<file path="config.mk">
export PLATFORM = sky130hd
export DESIGN_NAME = audio_pingpong_sampler
export DESIGN_NICKNAME = d
export VERILOG_FILES = /design/src/rtl/audio_pingpong_sampler.sv
export SDC_FILE = /design/constraint.sdc
export NUM_CORES = 1
export LEC_CHECK = 0
export ABC_AREA = 1
export ABC_CLOCK_PERIOD_IN_PS = 2100
export BUFFER_PORTS_ARGS = -buffer_cell sky130_fd_sc_hd__buf_2
export CAP_MARGIN = 10
export CORE_MARGIN = 1.5
export CORE_UTILIZATION = 45
export CTS_BUF_LIST = sky130_fd_sc_hd__clkbuf_2
export CTS_CLUSTER_DIAMETER = 60
export CTS_CLUSTER_SIZE = 28
export DETAILED_ROUTE_END_ITERATION = 6
export GPL_ROUTABILITY_DRIVEN = 0
export PLACE_DENSITY = 0.8
export SETUP_SLACK_MARGIN = 0.5
export SLEW_MARGIN = 20
export SYNTH_ARGS = -nofsm -noshare
export SYNTH_HDL_FRONTEND = slang
export SYNTH_SLANG_ARGS = --single-unit
export TNS_END_PERCENT = 1
</file>
<file path="constraint.sdc">
create_clock -name HCLK -period 2.1 [get_ports HCLK]
set_input_delay 0.42 -clock HCLK [delete_from_list [all_inputs] [get_ports HCLK]]
set_output_delay 0.42 -clock HCLK [all_outputs]
set_load 0.02 [all_outputs]
</file>
<file path="src/rtl/audio_pingpong_sampler.sv">
`default_nettype none
// ============================================================================
// Module   : audio_pingpong_sampler
// Brief    : Ping-pong PCM capture into two sample banks with overrun tracking.
// Revision : 1.0
// ============================================================================
module audio_pingpong_sampler #(
    parameter int DATA_WIDTH    = 16,
    parameter int ADDR_WIDTH    = 11,
    parameter int SIGNED_OUT    = 1,
    parameter int OVR_CNT_WIDTH = 8
) (
    input  logic                     HCLK,
    input  logic                     HRESETn,
    input  logic                     EN,
    input  logic                     flush,
    input  logic                     sample_valid,
    input  logic [DATA_WIDTH-1:0]    sample_data,
    input  logic [1:0]               bank_release,
    output logic [ADDR_WIDTH-1:0]    ram_addr,
    output logic [DATA_WIDTH-1:0]    ram_wdata,
    output logic                     ping_we,
    output logic                     pong_we,
    output logic [1:0]               bank_full,
    output logic                     bank_done,
    output logic                     done_bank,
    output logic                     overrun,
    output logic [OVR_CNT_WIDTH-1:0] overrun_cnt
);

    logic                     wr_bank_q,   wr_bank_d;
    logic [ADDR_WIDTH-1:0]    wr_addr_q,   wr_addr_d;
    logic [1:0]               bank_full_q, bank_full_d;
    logic [ADDR_WIDTH-1:0]    ram_addr_q,  ram_addr_d;
    logic [DATA_WIDTH-1:0]    ram_wdata_q, ram_wdata_d;
    logic                     ping_we_q,   ping_we_d;
    logic                     pong_we_q,   pong_we_d;
    logic                     bank_done_q, bank_done_d;
    logic                     done_bank_q, done_bank_d;
    logic                     overrun_q,   overrun_d;
    logic [OVR_CNT_WIDTH-1:0] ovr_cnt_q,   ovr_cnt_d;

    logic [DATA_WIDTH-1:0]    w_conv;
    logic                     w_accept;
    logic                     w_drop;
    logic                     w_last;

    // Offset-binary to two's complement is just an MSB flip.
    generate
        if (SIGNED_OUT != 0) begin : g_signed
            assign w_conv = {~sample_data[DATA_WIDTH-1], sample_data[DATA_WIDTH-2:0]};
        end else begin : g_pass
            assign w_conv = sample_data;
        end
    endgenerate

    assign w_accept = EN & sample_valid & ~bank_full_q[wr_bank_q];
    assign w_drop   = EN & sample_valid &  bank_full_q[wr_bank_q];
    assign w_last   = (wr_addr_q == {ADDR_WIDTH{1'b1}});

    always_comb begin
        wr_bank_d   = wr_bank_q;
        wr_addr_d   = wr_addr_q;
        bank_full_d = bank_full_q & ~bank_release;
        ram_addr_d  = ram_addr_q;
        ram_wdata_d = ram_wdata_q;
        ping_we_d   = 1'b0;
        pong_we_d   = 1'b0;
        bank_done_d = 1'b0;
        done_bank_d = done_bank_q;
        overrun_d   = overrun_q;
        ovr_cnt_d   = ovr_cnt_q;

        if (flush) begin
            wr_bank_d   = 1'b0;
            wr_addr_d   = '0;
            bank_full_d = 2'b00;
            overrun_d   = 1'b0;
            ovr_cnt_d   = '0;
        end else if (w_accept) begin
            ram_addr_d  = wr_addr_q;
            ram_wdata_d = w_conv;
            ping_we_d   = ~wr_bank_q;
            pong_we_d   =  wr_bank_q;
            if (w_last) begin
                // A bank being written is never full, so no release can race this set.
                wr_addr_d              = '0;
                bank_full_d[wr_bank_q] = 1'b1;
                bank_done_d            = 1'b1;
                done_bank_d            = wr_bank_q;
                wr_bank_d              = ~wr_bank_q;
            end else begin
                wr_addr_d = wr_addr_q + ADDR_WIDTH'(1);
            end
        end else if (w_drop) begin
            overrun_d = 1'b1;
            if (ovr_cnt_q != {OVR_CNT_WIDTH{1'b1}}) begin
                ovr_cnt_d = ovr_cnt_q + OVR_CNT_WIDTH'(1);
            end
        end
    end

    always_ff @(posedge HCLK or negedge HRESETn) begin
        if (!HRESETn) begin
            wr_bank_q   <= 1'b0;
            wr_addr_q   <= '0;
            bank_full_q <= 2'b00;
            ram_addr_q  <= '0;
            ram_wdata_q <= '0;
            ping_we_q   <= 1'b0;
            pong_we_q   <= 1'b0;
            bank_done_q <= 1'b0;
            done_bank_q <= 1'b0;
            overrun_q   <= 1'b0;
            ovr_cnt_q   <= '0;
        end else begin
            wr_bank_q   <= wr_bank_d;
            wr_addr_q   <= wr_addr_d;
            bank_full_q <= bank_full_d;
            ram_addr_q  <= ram_addr_d;
            ram_wdata_q <= ram_wdata_d;
            ping_we_q   <= ping_we_d;
            pong_we_q   <= pong_we_d;
            bank_done_q <= bank_done_d;
            done_bank_q <= done_bank_d;
            overrun_q   <= overrun_d;
            ovr_cnt_q   <= ovr_cnt_d;
        end
    end

    assign ram_addr    = ram_addr_q;
    assign ram_wdata   = ram_wdata_q;
    assign ping_we     = ping_we_q;
    assign pong_we     = pong_we_q;
    assign bank_full   = bank_full_q;
    assign bank_done   = bank_done_q;
    assign done_bank   = done_bank_q;
    assign overrun     = overrun_q;
    assign overrun_cnt = ovr_cnt_q;

endmodule
`default_nettype wire

</file>
==> summary.md, run 1 <==
| Metric | Value |
|---|---|
| Status | complete, no violations |
| Most frequent cells in the layout | 113 x nand2_1, 64 x buf_2, 53 x dfrtp_1 |
| Tot Pwr | 1.836 mW |
| XOR/XNOR share of the synthesized area | 0.01030 |
| Startpoint Class | register |
| H-tree Lvls | 2 |
| Mux share of post-synthesis cell area | 0 |
| Setup TNS | 0 ns |
| Initial drt markers | 136 |
| CP bufs+invs | 1 |
| RSZ-0062 raised after global routing | yes |
| Post-synthesis compound-gate area fraction | 0.1173 |
| P per Cell Area | 607.0 nW/um2 |
| Cell family with most CP delay | flip-flops |
| Final Hold Violating Endpoints | 0 |
| Synth Warn # | 0 |
| Vias in the first global route | 2,160 |
| Routed WL | 5568 um |
| Slew Limit Headroom | 0.5493 |
| Full die area | 6127 um2 |
| Total leakage power | 1.596 nW |
| Max stage delay on crit path | 0.49 ns |
| Endpoints failing setup | 0 |
| Worst path required time | 1.68 ns |
| Commonest non-fill, non-tap cell in the layout | nand2_1 |
| Overall die height | 78.28 um |
| Syn_nets | 333 |
| CP Class | reg2out |
| Post-layout util | 0.5526 |
| Worst-path clk slew | 0.26 ns |
| Initial Utilization | 0.4659 |
| Clock Path Buffers | 2 |
| N_diodes | 0 |
| DR WL/cell | 12.37 um |
| Final Max Slew Viols | 0 |
| Fmax | 0.6514 GHz |
| Final critical-path share of the clock period | 0.7310 |
| GR Overflow Total | 0 |
| Worst-Skew Late Latency | 0.44 ns |
| Post-synthesis cell count | 308 |
| Port bufs | 64 |
| Detailed-route DRC error count | 0 |
| CTS Root Cell | clkbuf_2 |
| Area Growth Syn to Fin | 18.60% |
| Die X-Extent | 78.28 um |
| Clock sinks | 54 |
| Peak supply drop | 0.2746 mV |
| Slew @ Worst Pin | 0.6761 ns |
| TritonRoute pass-1 iters | 4 |
| Layout cells sized above 1 | 0.2593 |
| Critical path arrival | 1.12 ns |
| Sequential share of the synthesized area | 0.5299 |
| Clk_skew | 0.01475 ns |
| Post-Synth Simple-Gate Area | 0.2787 |
| Vias | 2,259 |
| Crit-path max FO | 6 |
| DP HPWL | 3776 um |
| Post-synthesis adder-cell area fraction | 0.009814 |
| Post-route minimum period | 1.535 ns |
| Rows | 27 |
| Slowest cell on crit path | dfrtp_1 |
| CTS tree | built |
| Critical-path cell list | buf_2 |
| CTS buffer count | 5 |
| Layout fillers | 531 |
| Boundary Pins | 65 |
| Final layout net count | 403 |
| Hold Crit Class | in2async |
| Largest net degree at the start of global routing | 55 |
| Unique masters post-synth | 30 |
| Syn Area/Cell | 8.279 um2 |
| CP endpoint kind | output port |
| Core area | 5473 um2 |
| Vias per cell | 5.020 |
| Initial antenna violation count | 0 |
| DRT antenna net count | 0 |
| Synthesized area | 2550 um2 |
| Synthesized flop and latch total | 54 |
| Max-cap violation count | 0 |
| Main combinational cell family by area after synthesis | simple AND/OR/NAND/NOR gates |
| Total global-route track usage | 0.1878 |
| First-pass GRT wire length | 9356 um |
power breakdown:
group | switching [mW] | internal (mW)
sequential | 0.0286 | 1.10
combinational | 0.202 | 0.0989
clock | 0.328 | 0.0742
routing by layer:
layer	up-vias	routed length, um	GRT usage
li1	1132	-	-
met1	1052	2549	0.2362
met2	66	2673	0.3304
met3	9	287	0.04186
met4	0	58	0.04107
met5	-	0	0
worst paths after layout:
path | start | end | slack [ns] | depth (start not counted)
worst max register to register | wr_addr_q[1]$_DFFE_PN0P_ | done_bank$_DFFE_PN0P_ | 0.58 | 8
max in group asynchronous | HRESETn | wr_addr_q[0]$_DFFE_PN0P_ | 1.58 | 2
worst min register to register | ram_addr[8]$_DFFE_PN0P_ | ram_addr[8]$_DFFE_PN0P_ | 0.53 | 1
worst min-delay path | HRESETn | ram_wdata[4]$_DFFE_PN0P_ | 0.03 | 2
min in group HCLK | bank_release[1] | bank_full[1]$_DFF_PN0_ | 0.14 | 2
worst max-delay path | overrun_cnt[6]$_DFFE_PN0P_ | overrun_cnt[6] | 0.56 | 1
cell families (layout without fill, tap and decap cells):
group | Yosys count | count (layout)
AOI/OAI and AO/OA | 54 | 54
xor gates and xnor gates | 3 | 3
adders and majority gates | 2 | 2
buffers and inverters | 30 | 99
DFF | 54 | 54
and+or+nand+nor | 165 | 166
cells in the mapped netlist:
| cell | n | area (um2) |
|---|---|---|
| a21boi_1 | 1 | 7.510 |
| a21o_1 | 2 | 15.01 |
| a21oi_1 | 6 | 30.03 |
| a21oi_2 | 1 | 8.760 |
| buf_2 | 2 | 10.01 |
| buf_4 | 2 | 15.01 |
| buf_6 | 2 | 22.52 |
| clkbuf_1 | 5 | 18.77 |
| dfrtp_1 | 54 | 1351 |
| ha_1 | 2 | 25.02 |
| inv_1 | 17 | 63.81 |
| inv_2 | 2 | 7.510 |
| nand2_1 | 113 | 424.2 |
| nand2_2 | 5 | 31.28 |
| nand3_1 | 15 | 75.07 |
| nand3_4 | 1 | 17.52 |
| nand3b_1 | 1 | 7.510 |
| nand4_1 | 7 | 43.79 |
| nor2_1 | 16 | 60.06 |
| nor2_2 | 1 | 6.260 |
| nor2_4 | 2 | 22.52 |
| nor3_1 | 2 | 10.01 |
| o21a_1 | 3 | 22.52 |
| o21ai_0 | 30 | 150.1 |
| o21ai_1 | 8 | 40.04 |
| o21ai_2 | 2 | 17.52 |
| o21bai_1 | 1 | 7.510 |
| or2_2 | 2 | 12.51 |
| xnor2_1 | 2 | 17.52 |
| xor2_1 | 1 | 8.760 |
registers in the layout (all words and copies together) (netlist names):
signal	cells
bank_full	2
overrun_cnt	8
done_bank	1
bank_done	1
ram_wdata	16
ram_addr	11
ping_we	1
wr_addr_q	11
wr_bank_q	1
overrun	1
pong_we	1
timing repair:
action	4_1_cts	5_1_grt
pin swaps	0	2
setup endpoints to repair	7	32
resized for setup	1	3
hold buffers	0	0
cloned	0	1
setup buffers	0	5
cell type report:
type                            instances  area, um2  share of cell area
Clock buffer                            5      25.02            0.008275
Clock inverter                          2      15.01            0.004965
Inverter                               19      71.32             0.02358
Multi-Input combinational cell        225       1075              0.3554
Sequential cell                        54       1353              0.4472
Tap cell                               72      90.09             0.02979
Timing Repair Buffer                   73      395.4              0.1307
through the flow:
stage	cell area, um2	setup WS (ns)	hold WS (ns)	cells
final	3024	0.5648	0.03480	450
after global routing	3024	0.4681	0.07144	450
after CTS	2972	0.4788	0.07027	444
after detailed placement	2924	0.3860	0.4786	437
after global placement	2924	0.4656	0.4748	437
after floorplan	2550	0.6569	0.1244	308
No activity file was read; power rests on OpenSTA's default activity.
==> inputs of run 2 (changes only) <==
- ABC_CLOCK_PERIOD_IN_PS: 2100 -> 1510
- clock period: 2.1 -> 1.51 ns (I/O delays scaled with it)
==> summary.md, run 2 (same netlist as run 1, synthesis figures left out) <==
| Metric | Value |
|---|---|
| Status | complete, no violations |
| Commonest non-fill, non-tap cell in the layout | nand2_1 |
| H-tree Lvls | 2 (unchanged) |
| CP Class | reg2reg |
| CTS tree | built |
| RSZ-0062 raised after global routing | yes |
| CP endpoint kind | register |
| Initial drt markers | 162 (+19%) |
| Critical path arrival | 1.76 ns (+0.64 ns) |
| Layout fillers | 477 (-10%) |
| Largest net degree at the start of global routing | 55 (unchanged) |
| Layout Cells excl Fill | 472 (+4.9%) |
| Clock sinks | 54 (unchanged) |
| Clock power share | 0.265 (+0.046) |
| Reg area | 1360 um2 (+0.55%) |
| Worst path required time | 1.84 ns (+0.16 ns) |
| Detailed-route DRC error count | 0 (unchanged) |
| TritonRoute pass-1 iters | 5 (+1) |
| Full die area | 6127 um2 (unchanged) |
| Final Hold Violating Endpoints | 0 (unchanged) |
| Most frequent cells in the layout | 108 x nand2_1, 61 x buf_2, 47 x dfrtp_1 |
| Routed WL | 6189 um (+11%) |
| Worst-path clk slew | 0.26 ns (about the same) |
| Boundary Pins | 65 (unchanged) |
| Vias | 2,407 (+6.6%) |
| DRT antenna net count | 0 (unchanged) |
| Endpoints failing setup | 0 (unchanged) |
| Clock Path Buffers | 2 (unchanged) |
| Total leakage power | 1.739 nW (+9.0%) |
| Fmax | 0.6985 GHz |
| Total global-route track usage | 0.1976 (+0.009790) |
| Final layout net count | 424 (+5.2%) |
| Hold Worst Slack | 0.03028 ns (-0.004521 ns) |
| CTS Root Cell | clkbuf_2 |
| Area Growth Syn to Fin | 30.96% |
| Sequential share of power | 0.573 (-0.044) |
| Final Max Slew Viols | 0 (unchanged) |
| Hold Crit Class | in2reg |
| Peak supply drop | 0.4253 mV (+55%) |
| Slew Limit Headroom | 0.7417 (+0.1924) |
| Switching power share of the total | 0.2770 (-0.02736) |
| Worst-Skew Late Latency | 0.44 ns (about the same) |
| Worst reg2reg setup slack | 0.08 ns (-0.50 ns) |
| Setup TNS | 0 ns (unchanged) |
| Overall die height | 78.28 um (unchanged) |
| DR WL/cell | 13.11 um (+6.0%) |
| P per Cell Area | 822.5 nW/um2 (+36%) |
| Initial Utilization | 0.4659 (unchanged) |
| Post-route minimum period | 1.432 ns |
| Clk_skew | 0.04036 ns (+0.02561 ns) |
| GR Overflow Total | 0 (unchanged) |
| N_diodes | 0 (unchanged) |
| P_int | 1.986 mW (+56%) |
| Post-layout util | 0.6102 (+0.05761) |
| Vias per cell | 5.100 (+1.6%) |
| Max-cap violation count | 0 (unchanged) |
| Slew @ Worst Pin | 0.3860 ns (-0.2901 ns) |
| Initial antenna violation count | 0 (unchanged) |
| DP HPWL | 3924 um (+3.9%) |
| Layout cells sized above 1 | 0.3375 (+0.07824) |
| Vias in the first global route | 2,200 (+1.9%) |
| First-pass GRT wire length | 9584 um (+2.4%) |
| Max FFs per register | 16 (unchanged) |
| Comb pwr share | 0.162 (-0.002) |
| Placed cells | 446 (+2.1%) |
| Rows | 27 (unchanged) |
| Psw | 0.7607 mW (+36%) |
| Tot Pwr | 2.747 mW (+50%) |
| Port bufs | 64 (unchanged) |
| CTS buffer count | 5 (unchanged) |
| Crit-path max FO | 8 (+2) |
| Core area | 5473 um2 (unchanged) |
| Area of the multi-input gates | 1125 um2 (+4.7%) |
| Startpoint Class | register |
| Final critical-path share of the clock period | 0.9481 |
| Die X-Extent | 78.28 um (unchanged) |
run 2: cell count changes in the layout (fill, tap and decap cells not counted), sizes merged:
cell         delta
buf            +20
bufinv          +1
clkbuf          +3
clkinvlp        -2
dlygate4sd3     +1
nor2            -1
run 2: worst max-delay path: stages, from the launching register on:
cell	delay [ns]
dfrtp_1	0.51
nand2_1	0.09
nor2_1	0.17
nand4_1	0.22
nand2_2	0.25
o21ai_1	0.08
run 2: timing repair:
action / in CTS / in global routing
gates cloned: 0 / 2
endpoints found under the setup margin: 94 / 95
gates resized for setup: 7 / 16
hold buffers: 1 / 0
hold endpoints to repair: 54 / 0
pin swaps: 0 / 5
buffers inserted: 9 / 6
run 2: cell type report:
type,instances,share of cell area
repair buffers,95,0.1881
clock buffers,7,0.01049
well taps,72,0.02698
multi-input cells,224,0.3368
flip-flops and latches,54,0.4073
clock inverters,1,0.008992
inverters,19,0.02136
run 2: power groups by stage:
| stage | registers, mW | clock network [mW] | logic (mW) |
|---|---|---|---|
| global placement | 1.60 | 0 | 0.418 |
| finish | 1.57 | 0.729 | 0.445 |
| detailed placement | 1.60 | 0 | 0.425 |
| CTS | 1.57 | 0.753 | 0.431 |
| global route | 1.59 | 0.809 | 0.492 |
| floorplan | 1.71 | 0 | 0.128 |
run 2: worst paths after layout:
kind / cells past startpoint / startpoint / end
setup / recovery: 5 / wr_addr_q[9]$_DFFE_PN0P_ / wr_addr_q[0]$_DFFE_PN0P_
hold / removal: 3 / sample_data[11] / ram_wdata[11]$_DFFE_PN0P_
setup reg to reg: 5 / wr_addr_q[9]$_DFFE_PN0P_ / wr_addr_q[0]$_DFFE_PN0P_
hold reg to reg: 1 / ram_wdata[15]$_DFFE_PN0P_ / ram_wdata[15]$_DFFE_PN0P_
max in group asynchronous: 3 / HRESETn / overrun_cnt[1]$_DFFE_PN0P_
min in group asynchronous: 3 / HRESETn / overrun_cnt[3]$_DFFE_PN0P_
run 2: layer usage:
| metal | part of all wire | vias up | global-route usage |
|---|---|---|---|
| li1 | - | 1172 | - |
| met1 | 0.43 | 1148 | 0.2430 |
| met2 | 0.51 | 81 | 0.3365 |
| met3 | 0.056 | 6 | 0.04186 |
| met4 | 0.0099 | 0 | 0.08214 |
| met5 | 0 | - | 0 |
run 2: metrics by stage:
stage | setup WS (ns) | area (um2)
finish | 0.07830 | 3339
global route | 0.04918 | 3339
CTS | 0.09998 | 3203
detailed placement | 0.06644 | 3043
global placement | 0.09331 | 3043
floorplan | 0.1980 | 2576
